<file path="src/rtl/scr1_tcm_loader_pkg.sv">
`timescale 1ns/1ps
`default_nettype none
// ============================================================================
//  Module      : scr1_tcm_loader_pkg
//  Description : Shared types and constants for the TCM UART boot loader:
//                loader FSM state encoding, default frame sync byte,
//                checksum and length-field widths, busy-state helper.
//  Revision    : 1.0 - initial release
// ============================================================================
package scr1_tcm_loader_pkg;

  typedef enum logic [2:0] {
    LDR_IDLE = 3'd0,
    LDR_LEN0 = 3'd1,
    LDR_LEN1 = 3'd2,
    LDR_DATA = 3'd3,
    LDR_CSUM = 3'd4,
    LDR_DONE = 3'd5,
    LDR_ERR  = 3'd6
  } ldr_state_e;

  localparam logic [7:0]  c_SYNC_BYTE_DFLT = 8'hA5;
  localparam int unsigned c_CSUM_W         = 8;
  localparam int unsigned c_LEN_W          = 16;

  // States in which a frame is being received (timeout armed, ld_busy high).
  function automatic logic ldr_is_busy(input ldr_state_e s);
    return (s == LDR_LEN0) || (s == LDR_LEN1) || (s == LDR_DATA) || (s == LDR_CSUM);
  endfunction

endpackage : scr1_tcm_loader_pkg
`default_nettype wire

</file>
<file path="src/rtl/scr1_tcm_uart_loader.sv">
`timescale 1ns/1ps
`default_nettype none
// ============================================================================
//  Module      : scr1_tcm_uart_loader
//  Description : Boot loader filling the TCM through write port B from a UART
//                byte stream. Frame: SYNC, N[7:0], N[15:8], 4*N payload bytes
//                (little-endian words), 8-bit sum checksum. Holds the core in
//                reset until a frame completes with a good checksum.
//  Ports       : clk, rst (async, active-high)
//                rx_data/rx_vld       - received byte + one-cycle strobe
//                mem_wen/webb/addr/data - TCM port B full-word write
//                ld_busy/ld_done/ld_err - loader status
//                core_hold             - core reset request
//  Revision    : 1.0 - initial release
// ============================================================================
module scr1_tcm_uart_loader
  import scr1_tcm_loader_pkg::*;
#(
  parameter int unsigned SCR1_SIZE   = 32'h00010000,
  parameter logic [7:0]  SYNC_BYTE   = c_SYNC_BYTE_DFLT,
  parameter int unsigned TIMEOUT_CYC = 1000000
) (
  input  logic                            clk,
  input  logic                            rst,
  input  logic [7:0]                      rx_data,
  input  logic                            rx_vld,
  output logic                            mem_wen,
  output logic [3:0]                      mem_webb,
  output logic [$clog2(SCR1_SIZE)-1:2]    mem_addr,
  output logic [31:0]                     mem_data,
  output logic                            ld_busy,
  output logic                            ld_done,
  output logic                            ld_err,
  output logic                            core_hold
);

  localparam int unsigned AW        = $clog2(SCR1_SIZE) - 2;
  localparam int unsigned TW        = $clog2(TIMEOUT_CYC + 1);
  localparam logic [31:0] MAX_WORDS = 32'(SCR1_SIZE / 4);
  localparam logic [TW-1:0] TMO_LIMIT = TW'(TIMEOUT_CYC);

  ldr_state_e            state_q, state_d;
  logic [c_LEN_W-1:0]    len_q, len_d;
  logic [c_LEN_W-1:0]    wcnt_q, wcnt_d;     // words written in this frame
  logic [1:0]            bcnt_q, bcnt_d;     // byte position inside word
  logic [23:0]           word_q, word_d;     // first three bytes of a word
  logic [c_CSUM_W-1:0]   csum_q, csum_d;
  logic [TW-1:0]         tmo_q, tmo_d;
  logic                  wen_q, wen_d;
  logic [3:0]            webb_q, webb_d;
  logic [AW-1:0]         addr_q, addr_d;
  logic [31:0]           data_q, data_d;
  logic                  busy_q, busy_d;
  logic                  done_q, done_d;
  logic                  err_q, err_d;
  logic                  hold_q, hold_d;

  logic [c_LEN_W-1:0]    len_full;
  logic [c_LEN_W-1:0]    wcnt_inc;

  assign len_full = {rx_data, len_q[7:0]};
  assign wcnt_inc = wcnt_q + 16'd1;

  always_ff @(posedge clk or posedge rst) begin
    if (rst) begin
      state_q <= LDR_IDLE;
      len_q   <= '0;
      wcnt_q  <= '0;
      bcnt_q  <= '0;
      word_q  <= '0;
      csum_q  <= '0;
      tmo_q   <= '0;
      wen_q   <= 1'b0;
      webb_q  <= 4'h0;
      addr_q  <= '0;
      data_q  <= '0;
      busy_q  <= 1'b0;
      done_q  <= 1'b0;
      err_q   <= 1'b0;
      hold_q  <= 1'b1;
    end else begin
      state_q <= state_d;
      len_q   <= len_d;
      wcnt_q  <= wcnt_d;
      bcnt_q  <= bcnt_d;
      word_q  <= word_d;
      csum_q  <= csum_d;
      tmo_q   <= tmo_d;
      wen_q   <= wen_d;
      webb_q  <= webb_d;
      addr_q  <= addr_d;
      data_q  <= data_d;
      busy_q  <= busy_d;
      done_q  <= done_d;
      err_q   <= err_d;
      hold_q  <= hold_d;
    end
  end

  always_comb begin
    state_d = state_q;
    len_d   = len_q;
    wcnt_d  = wcnt_q;
    bcnt_d  = bcnt_q;
    word_d  = word_q;
    csum_d  = csum_q;
    tmo_d   = '0;
    wen_d   = 1'b0;
    addr_d  = addr_q;
    data_d  = data_q;
    done_d  = done_q;
    err_d   = err_q;
    hold_d  = hold_q;

    case (state_q)
      LDR_IDLE, LDR_DONE, LDR_ERR: begin
        if (rx_vld && (rx_data == SYNC_BYTE)) begin
          state_d = LDR_LEN0;
          done_d  = 1'b0;
          err_d   = 1'b0;
          hold_d  = 1'b1;
          wcnt_d  = '0;
          bcnt_d  = '0;
          csum_d  = '0;
        end
      end
      LDR_LEN0: begin
        if (rx_vld) begin
          len_d   = {len_q[15:8], rx_data};
          state_d = LDR_LEN1;
        end
      end
      LDR_LEN1: begin
        if (rx_vld) begin
          len_d = len_full;
          if (32'(len_full) > MAX_WORDS) begin
            state_d = LDR_ERR;
            err_d   = 1'b1;
          end else if (len_full == '0) begin
            state_d = LDR_CSUM;
          end else begin
            state_d = LDR_DATA;
          end
        end
      end
      LDR_DATA: begin
        if (rx_vld) begin
          csum_d = csum_q + rx_data;
          bcnt_d = bcnt_q + 2'd1;
          // Shift in from the top so the first byte ends up in bits [7:0].
          word_d = {rx_data, word_q[23:8]};
          if (bcnt_q == 2'd3) begin
            wen_d  = 1'b1;
            addr_d = AW'(wcnt_q);
            data_d = {rx_data, word_q};
            wcnt_d = wcnt_inc;
            if (wcnt_inc == len_q) begin
              state_d = LDR_CSUM;
            end
          end
        end
      end
      LDR_CSUM: begin
        if (rx_vld) begin
          if (rx_data == csum_q) begin
            state_d = LDR_DONE;
            done_d  = 1'b1;
            hold_d  = 1'b0;
          end else begin
            state_d = LDR_ERR;
            err_d   = 1'b1;
          end
        end
      end
      default: state_d = LDR_IDLE;
    endcase

    // Idle-gap watchdog: an arriving byte always takes priority, so expiry
    // only applies on cycles without rx_vld.
    if (ldr_is_busy(state_q) && !rx_vld) begin
      if (tmo_q == TMO_LIMIT) begin
        state_d = LDR_ERR;
        err_d   = 1'b1;
      end else begin
        tmo_d = tmo_q + TW'(1);
      end
    end

    webb_d = {4{wen_d}};
    busy_d = ldr_is_busy(state_d);
  end

  assign mem_wen   = wen_q;
  assign mem_webb  = webb_q;
  assign mem_addr  = addr_q;
  assign mem_data  = data_q;
  assign ld_busy   = busy_q;
  assign ld_done   = done_q;
  assign ld_err    = err_q;
  assign core_hold = hold_q;

endmodule : scr1_tcm_uart_loader
`default_nettype wire

</file>
<file path="config.mk">
export PLATFORM = sky130hd
export DESIGN_NAME = scr1_tcm_uart_loader
export DESIGN_NICKNAME = d
export VERILOG_FILES = /design/src/rtl/scr1_tcm_loader_pkg.sv /design/src/rtl/scr1_tcm_uart_loader.sv
export SDC_FILE = /design/constraint.sdc
export NUM_CORES = 1
export LEC_CHECK = 0
export BUFFER_PORTS_ARGS = -buffer_cell sky130_fd_sc_hd__buf_4
export CAP_MARGIN = 20
export CORE_AREA = 5 5 204 107
export CTS_CLUSTER_SIZE = 28
export DETAILED_ROUTE_END_ITERATION = 7
export DIE_AREA = 0 0 209 112
export GPL_TIMING_DRIVEN = 0
export HOLD_SLACK_MARGIN = 0.06
export PLACE_DENSITY = 0.61
export SETUP_SLACK_MARGIN = 0.02
export SYNTH_ARGS = -nofsm -noshare
export SYNTH_HDL_FRONTEND = slang
export SYNTH_SLANG_ARGS = --single-unit
</file>
<file path="constraint.sdc">
create_clock -name clk -period 6.9 [get_ports clk]
set_input_delay 0.69 -clock clk [delete_from_list [all_inputs] [get_ports clk]]
set_output_delay 0.69 -clock clk [all_outputs]
set_load 0.01 [all_outputs]
</file>
# After elaboration in Yosys (flattened, before gate mapping)
# Index checks and enable logic that the tools add are counted.
[op_classes]
bitwise = 2
mux = 47
eq_ne = 20
n_addsub = 4
shift = 0
mul = 0
n_reduce_logical = 21
magnitude_cmp = 1
n_div = 0
[ops]
columns = ["cell", "n"]
rows = [
  ["$mux W16", 4],
  ["$pmux W16 S2", 2],
  ["$mux W20", 2],
  ["$mux W3", 11],
  ["$mux W8", 3],
  ["$add A20 B1 Y20 const B", 1],
  ["$eq A20 B20 Y1 const B", 1],
  ["$add A16 B1 Y16 const B", 1],
  ["$eq A16 B16 Y1", 1],
  ["$gt A16 B15 Y1 const B", 1],
  ["$logic_not A16 Y1", 1],
  ["$mux W1", 16],
  ["$pmux W8 S2", 1],
  ["$pmux W3 S5", 1],
  ["$eq A3 B2 Y1 const B", 4],
  ["$eq A3 B3 Y1 const B", 4],
  ["$reduce_and A3 Y1", 4],
  ["$ne A2 B2 Y1 const B", 5],
  ["$add A8 B8 Y8", 1],
  ["$eq A8 B8 Y1", 1],
  ["$eq A8 B8 Y1 const B", 1],
  ["$reduce_and A4 Y1", 2],
  ["$eq A3 B1 Y1 const B", 2],
  ["$logic_or A1 B1 Y1", 6],
  ["other kinds (13)", 19],
]
[totals]
ram_bits = 0
latchBits = 0
inputBits = 11
memories = 0
romBits = 0
output_inout_bits = 55
word_cells = 111
ff_bits = 141

# Depth between registers and ports, before layout
# Gate-level depths: netlist of the first run.
[depth]
word_depth = 12
mapped_depth = 9

# Worst setup path before layout of the first run
# OpenSTA, ideal clock, no wires.
[synth_path]
path_kind = "input -> register"
from = "input port rx_data[5]"
to = "register busy_q (netlist: ld_busy)"
path_slack_ns = 4.127
t_arrival_ns = 2.648
cell_stages = 7
cell_sequence = "ha_1 > or4b_1 > or3_1 > a22oi_1 > nor2_1 > nor3_2 > mux2_2"
[synth_between]
elab_chain_len = 11
elab_cells_between_ends = 21
classes_between = "1 x order compare; 6 x eq/ne; 9 x mux; 5 x reduce/logical"
[synth_lines]
columns = ["item", "line", "text"]
rows = [
  ["start, declared", "scr1_tcm_uart_loader.sv:25", "input logic [7:0] rx_data,"],
  ["parallel branches: the longest is 4 deep, another holds $gt A16 B15 Y1", "-", ""],
  ["$pmux W3 S5 (*)", "scr1_tcm_uart_loader.sv:115", "case (state_q)"],
  ["$mux W3", "scr1_tcm_uart_loader.sv:181", "if (tmo_q == TMO_LIMIT) begin"],
  ["$mux W3 (*)", "scr1_tcm_uart_loader.sv:180", "if (ldr_is_busy(state_q) && !rx_vld) begin"],
  ["$eq A3 B1 Y1 or $eq A3 B2 Y1 (tied branches)", "scr1_tcm_loader_pkg.sv:28", "return (s == LDR_LEN0) || (s == LDR_LEN1) || (s == LDR_DATA) || (s == LDR_CSUM);"],
  ["$logic_or A1 B1 Y1 (2 in a row)", "scr1_tcm_loader_pkg.sv:28", ""],
  ["$logic_or A1 B1 Y1 (*)", "scr1_tcm_loader_pkg.sv:28", ""],
  ["via busy_d", "scr1_tcm_uart_loader.sv:53", "logic busy_q, busy_d;"],
  ["end signal, assigned", "scr1_tcm_uart_loader.sv:93", "busy_q <= busy_d;"],
  ["end, declared", "scr1_tcm_uart_loader.sv:53", ""],
]
# Mark *: on every way through the listed nets, which the timed path passes.
# A chain may end at the register's enable or synchronous reset.

# Worst setup path in the final report of the first run
[layout_path]
from = "register wcnt_q[0]"
to = "register state_q[1]"
[layout_between]
elab_chain_len = 8
[layout_lines]
columns = ["item", "line", "text"]
rows = [
  ["start, declared", "scr1_tcm_uart_loader.sv:44", "logic [c_LEN_W-1:0] wcnt_q, wcnt_d;"],
  ["start signal, assigned", "scr1_tcm_uart_loader.sv:84", "wcnt_q <= wcnt_d;"],
  ["$add A16 B1 Y16 (*)", "scr1_tcm_uart_loader.sv:62", "assign wcnt_inc = wcnt_q + 16'd1;"],
  ["$eq A16 B16 Y1 (*)", "scr1_tcm_uart_loader.sv:157", "if (wcnt_inc == len_q) begin"],
  ["$mux W3 (*)", "scr1_tcm_uart_loader.sv:157", ""],
  ["$mux W3 (*)", "scr1_tcm_uart_loader.sv:152", "if (bcnt_q == 2'd3) begin"],
  ["$mux W3 (*)", "scr1_tcm_uart_loader.sv:147", "if (rx_vld) begin"],
  ["$pmux W3 S5 (*)", "scr1_tcm_uart_loader.sv:115", ""],
  ["$mux W3", "scr1_tcm_uart_loader.sv:181", ""],
  ["$mux W3 (*)", "scr1_tcm_uart_loader.sv:180", ""],
  ["via state_d[1]", "scr1_tcm_uart_loader.sv:42", "ldr_state_e state_q, state_d;"],
  ["end signal, assigned", "scr1_tcm_uart_loader.sv:82", "state_q <= state_d;"],
  ["end, declared", "scr1_tcm_uart_loader.sv:42", ""],
]
# The timed path passes the listed nets; every way through them passes the cells marked *.

==> impl_metrics.env, run 1 <==
export IMPL_status="finished, final reports clean"
export IMPL_clock_fmax_mhz=338
export IMPL_grt_pass1_vias=5377
export IMPL_area_delta_synth_final_pct=21.9
export IMPL_synthArstFlopShare=1.00
export IMPL_worst_pin_slew_ps=880
export IMPL_cts_made_buffers=17
export IMPL_num_vias=5553
export IMPL_finalNetCount=855
export IMPL_clk_transition_reported_paths_ps=70
export IMPL_post_route_drc_count=0
export IMPL_worstSetupPathType="reg2reg"
export IMPL_h_tree_depth=4
export IMPL_drive_above_1_share=0.162
export IMPL_cp_arrival_ps=3230
export IMPL_port_buffers=65
export IMPL_peakVddDrop_uv=198
export IMPL_drt_total_wl_um=18000
export IMPL_pwr_share_comb=0.244
export IMPL_finalMaxSlewViolations=0
export IMPL_row_count=37
export IMPL_dpl_hpwl_um=13000
export IMPL_ys_ff_latch=140
export IMPL_cts_repair_resized=0
export IMPL_synth_area_leader_cell="dfrtp_1"
export IMPL_syn_nets=770
export IMPL_internal_power_w=0.00193
export IMPL_power_switching_w=0.000947
export IMPL_total_power_w=0.00288
export IMPL_fin_skew_ps=12.5
export IMPL_r2r_slack_ps=3950
export IMPL_reg2reg_from="wcnt_q[0]$_DFFE_PP0P_"
export IMPL_antenna_found_initial=0
export IMPL_grt_usage=0.158
export IMPL_gp_routability_congestion=0.929
export IMPL_drt_first_pass_iters=5
export IMPL_cts_root_buf="clkbuf_16"
export IMPL_insertion_delay_ps=430
export IMPL_viasPerCell=4.97
export IMPL_crit_path_end_kind="flop"
export IMPL_synth_cell_types=59
export IMPL_timing_final_crit_share=0.428
export IMPL_ant_nets=0
export IMPL_synthesis_area_um2=6800
export IMPL_coreArea_um2=20000
export IMPL_grt_overflow_total=0
export IMPL_hold_viol=0
export IMPL_clk_path_buf_depth=2
export IMPL_drt_iter0_markers=443
export IMPL_relSlewSlack=0.408
export IMPL_io_pins=66
export IMPL_switching_share=0.329
export IMPL_reg2reg_depth=7
export IMPL_final_min_clock_period_ps=2950
export IMPL_synth_area_leaders="dfrtp_1, nand2_1, xor2_1"
export IMPL_clkPwrFrac=0.342
export IMPL_hp_class="in2async"
export IMPL_grt_start_max_net_pins=98
export IMPL_max_cap_violations=0
export IMPL_avgSynthCellArea_um2=9.10
export IMPL_post_cts_buffers=0
export IMPL_cts_num_sinks=140
export IMPL_yosysSeqAreaShare=0.515
export IMPL_initial_core_util=0.340
export IMPL_pwr_share_seq=0.414
export IMPL_final_setup_viol_count=0
export IMPL_leakage_nw=4.05
export IMPL_yosysWarnings=0
export IMPL_cp_data_required_time_ps=7170
export IMPL_grt_first_pass_wirelength_um=29600
export IMPL_cts_tree="built"
export IMPL_wl_per_cell_um=16.1
export IMPL_yosysTopAreaCellShare=0.511
export IMPL_die_area_um2=23400
export IMPL_cts_hold_buf=0
export IMPL_setup_tns_ps=0
export IMPL_path_max_fanout=8
export IMPL_die_h_um=112
export IMPL_grt_setup_unrepaired="false"
export IMPL_timing_rr_end="state_q[1]$_DFF_PP0_"
export IMPL_syn_inst=747
export IMPL_worst_setup_path_start_kind="flop"
export IMPL_synth_edf_count=0
export IMPL_antenna_cells=0
export IMPL_power_density_nw_per_um2=347
export IMPL_fill_cells=2001
export IMPL_die_x_um=209
export IMPL_synth_top_flop_cell="dfrtp_1"
## state kept, by name, indices dropped and copies added (netlist names), 2 cells and up
name and cells:
bcnt_q 2, csum_q 8, len_q 16, mem_addr 14, mem_data 32, state_q 3
tmo_q 20, wcnt_q 16, word_q 24
## final cells by class
class / instances / area [um2] / share of cell area
buffer: 43 / 188 / 0.0226
clock buffer: 17 / 425 / 0.0513
sequential: 140 / 3500 / 0.423
multi-input combinational: 553 / 3070 / 0.370
tap: 273 / 342 / 0.0412
inverter: 11 / 46.3 / 0.00559
clock inverter: 15 / 199 / 0.0240
timing repair buffer: 66 / 515 / 0.0622
## worst max-delay path, stage by stage (launching register included)
cell and delay [ps]:
dfrtp_1 520, ha_1 360, nand4_1 200, nor4_1 590
xnor2_1 210, o211ai_1 150, a2111oi_2 560, o21ai_0 210
## metal layers
metal  routed length (um)  global-route usage  up-vias
met5                    0                   0        -
met4                  155              0.0369        0
met3                 1050              0.0445       13
met2                 6830               0.196      138
met1                 9930               0.260     2714
li1                     -                   -     2688
## synthesized netlist by cell type, types with 6 or more instances
master	count
nor2_1	42
buf_2	8
xnor2_1	22
o31ai_1	6
and3_1	11
nor3_1	13
nand2_1	252
nand4_1	14
nor4_1	7
a21oi_1	14
nand3_1	15
o21ai_0	38
ha_1	11
clkbuf_1	25
inv_1	10
mux2_2	17
or3_1	7
xor2_1	25
dfrtp_1	139
and4_1	6
## cells in the final DEF, fill, tap and decap left out, drive strengths merged, types with 4 or more instances in the layout
master / count
nand3: 15
clkbuf: 43
and4: 7
nand4: 15
nor4: 7
xnor2: 22
and3: 12
inv: 20
a22o: 4
or3: 7
dfrtp: 139
a21oi: 14
mux2: 17
o21ai: 38
nand2: 252
xor2: 25
buf: 83
nor3: 14
a21o: 5
ha: 11
nor2: 42
o31ai: 6
## power by group through the flow
stage	registers, W	logic (W)	clock network, W
2_1_floorplan	0.00116	0.000501	0
3_3_place_gp	0.00120	0.000680	0
3_5_place_dp	0.00120	0.000699	0
4_1_cts	0.00119	0.000705	0.00100
5_1_grt	0.00122	0.000795	0.00104
6_report	0.00119	0.000702	0.000983
## logic make-up (layout without fill, tap and decap cells)
kind of cell	count (synthesis)	in the layout	share of synthesized area
buf+inv	54	152	0.0337
flops	140	140	0.515
compound gates	88	88	0.0819
mux	19	19	0.0311
fa+ha+maj	12	12	0.0232
simple gates	386	386	0.251
xor+xnor	48	48	0.0640
## stage by stage
step | cells | hold slack (ps) | utilization | setup slack (ps) | cell area [um2]
detailed placement | 1086 | 460 | 0.383 | 3750 | 7660
finish | 1118 | 278 | 0.414 | 3950 | 8290
floorplan | 747 | 439 | - | 2460 | 6800
CTS | 1118 | 299 | 0.414 | 3940 | 8290
global route | 1118 | 319 | 0.414 | 3700 | 8290
global placement | 1085 | 454 | 0.382 | 630 | 7630
## worst max-delay path by stage
stage                                      from                    end  slack [ps]  cells past startpoint
after CTS                 wcnt_q[0]$_DFFE_PP0P_   state_q[1]$_DFF_PP0_        3940                      7
after global routing      wcnt_q[0]$_DFFE_PP0P_   state_q[1]$_DFF_PP0_        3700                      7
after floorplan                             rst  bcnt_q[0]$_DFFE_PP0P_        2460                      1
after global placement                      rst  csum_q[5]$_DFFE_PP0P_         630                      2
final                     wcnt_q[0]$_DFFE_PP0P_   state_q[1]$_DFF_PP0_        3950                      7
after detailed placement             rx_data[2]      ld_busy$_DFF_PP0_        3750                      8
No activity file was read; power rests on OpenSTA's default activity.
==> inputs of run 2 (changes only) <==
Settings changed: PLACE_DENSITY 0.61 to 0.63.
Clock period 6.9 ns to 2.4 ns, I/O delays scaled along.
==> impl_metrics.env, run 2 (synthesis results as in run 1) <==
export IMPL_status="finished, final reports clean"
export IMPL_finalNonFillerCells=1125
export IMPL_drt_first_pass_iters=5
export IMPL_hold_path_cell_count=3
export IMPL_cts_tree="built"
export IMPL_path_max_fanout=2
export IMPL_viasPerCell=4.97
export IMPL_finalMaxSlewViolations=0
export IMPL_grt_setup_unrepaired="true"
export IMPL_crit_path_top_delay_cell="or4b_4"
export IMPL_cts_root_buf="clkbuf_16"
export IMPL_total_power_w=0.00835
export IMPL_coreArea_um2=20000
export IMPL_io_pins=66
export IMPL_worstHoldStart="rx_data[0]"
export IMPL_reg2reg_from="csum_q[6]$_DFFE_PP0P_"
export IMPL_drt_iter0_markers=489
export IMPL_initial_core_util=0.340
export IMPL_setup_slack_ps=4.84
export IMPL_cts_num_sinks=140
export IMPL_drive_above_1_share=0.207
export IMPL_final_cell_mix="nand2_1, dfrtp_1, buf_4"
export IMPL_final_min_clock_period_ps=2400
export IMPL_crit_path_end_kind="flop"
export IMPL_clock_fmax_mhz=418
export IMPL_cp_arrival_ps=2700
export IMPL_peakVddDrop_uv=563
export IMPL_worstSetupPathType="reg2reg"
export IMPL_hold_viol=0
export IMPL_row_count=37
export IMPL_post_route_drc_count=0
export IMPL_timing_final_crit_share=0.998
export IMPL_antenna_cells=0
export IMPL_worst_setup_path_start_kind="flop"
export IMPL_max_cap_violations=0
export IMPL_finalNetCount=863
export IMPL_setup_worst_path_start="csum_q[6]$_DFFE_PP0P_"
export IMPL_dp_worst_setup_slack_ps=-440
export IMPL_cts_made_buffers=17
export IMPL_hp_class="in2reg"
export IMPL_fin_skew_ps=8.67
export IMPL_ant_nets=0
export IMPL_place_area_um2=7720
export IMPL_clk_path_buf_depth=2
export IMPL_power_density_nw_per_um2=977
export IMPL_num_vias=5592
export IMPL_dpl_hpwl_um=12700
export IMPL_grt_first_pass_wirelength_um=29700
export IMPL_leakage_nw=4.12
export IMPL_fill_cells=2003
export IMPL_r2r_slack_ps=5
export IMPL_worst_pin_slew_ps=838
export IMPL_grt_overflow_total=0
export IMPL_gp_routability_congestion=0.894
export IMPL_die_area_um2=23400
export IMPL_max_stage_delay_ps=540
export IMPL_layout_commonest_cell="nand2_1"
export IMPL_setup_tns_ps=0
export IMPL_area_delta_synth_final_pct=25.6
export IMPL_largest_register_ffs=32
export IMPL_die_x_um=209
export IMPL_dp_cells=1088
export IMPL_die_h_um=112
export IMPL_antenna_found_initial=0
export IMPL_reg2reg_depth=7
export IMPL_grt_pass1_vias=5282
export IMPL_fin_area_um2=8540
export IMPL_grt_usage=0.159
export IMPL_drt_total_wl_um=18100
export IMPL_timing_rr_end="ld_busy$_DFF_PP0_"
export IMPL_wl_per_cell_um=16.1
export IMPL_clk_transition_reported_paths_ps=70
export IMPL_relSlewSlack=0.440
export IMPL_holdPathEnd="word_q[16]$_DFFE_PP0P_"
export IMPL_h_tree_depth=4
export IMPL_insertion_delay_ps=420
export IMPL_grt_start_max_net_pins=41
export IMPL_final_setup_viol_count=0
export IMPL_cp_data_required_time_ps=2710
export IMPL_crit_chain="ha_4 > or4b_4 > or3_4 > a22oi_2 > nor2_2 > nor3_2 > mux2_4"
export IMPL_port_buffers=65
[run 2: cell types whose count changed in the layout (fill, tap and decap cells not counted), sizes merged]
cell         delta
clkbuf          -2
buf            +10
clkinv          +1
dlygate4sd3     +1
inv             -4
bufinv          -1
clkinvlp        +2
[run 2: worst max path at each step]
stage | cells past startpoint | end | slack [ps]
after CTS | 7 | ld_busy$_DFF_PP0_ | -6
after floorplan | 7 | ld_busy$_DFF_PP0_ | 20
after global placement | 2 | mem_data[17]$_DFFE_PP0P_ | -610
final | 7 | ld_busy$_DFF_PP0_ | 5
after detailed placement | 7 | state_q[1]$_DFF_PP0_ | -440
after global routing | 7 | ld_busy$_DFF_PP0_ | -70
[run 2: per-stage QoR]
step | hold slack, ps | util
final | 97.8 | 0.427
after global routing | 102 | 0.427
after CTS | 87.2 | 0.423
after detailed placement | 445 | 0.386
after global placement | 450 | 0.383
after floorplan | 345 | -
[run 2: area by class of cell]
class,count,area [um2],area share
sequential,140,3510,0.411
multi-input combinational,553,3240,0.380
timing repair buffer,77,618,0.0724
clock buffer,18,439,0.0514
tap,273,342,0.0400
buffer,40,186,0.0218
clock inverter,13,156,0.0183
inverter,11,47.5,0.00557
[run 2: routing by layer]
metal,wire [um],global-route usage,share of wire,vias to the layer above
met2,6850,0.195,0.38,156
met4,109,0.0274,0.0060,0
met5,0,0,0,-
met1,10000,0.266,0.56,2724
met3,1060,0.0481,0.059,12
li1,-,-,-,2700
[run 2: worst max-delay path, delay by kind of cell (launching register included)]
| kind | cells | cell delay, ps |
|---|---|---|
| multiplexers | 1 | 320 |
| flip-flops | 1 | 410 |
| AND/OR/NAND/NOR | 4 | 1170 |
| adder cells (fa/ha/maj) | 1 | 230 |
| AO/OA/AOI/OAI | 1 | 150 |
[run 2: repair_timing]
item | 4_1_cts | 5_1_grt
resized for setup | 18 | 22
pin swaps | 4 | 8
hold endpoints to repair | 35 | 0
hold buffers | 1 | 0
setup buffers | 3 | 5
setup endpoints to repair | 14 | 63
[run 2: where the power goes]
part | switching (W) | leakage [nW] | internal (W)
Combinational | 0.00114 | 1.98 | 0.00108
Clock | 0.00111 | 0.280 | 0.00158
Sequential | 0.000510 | 1.86 | 0.00293
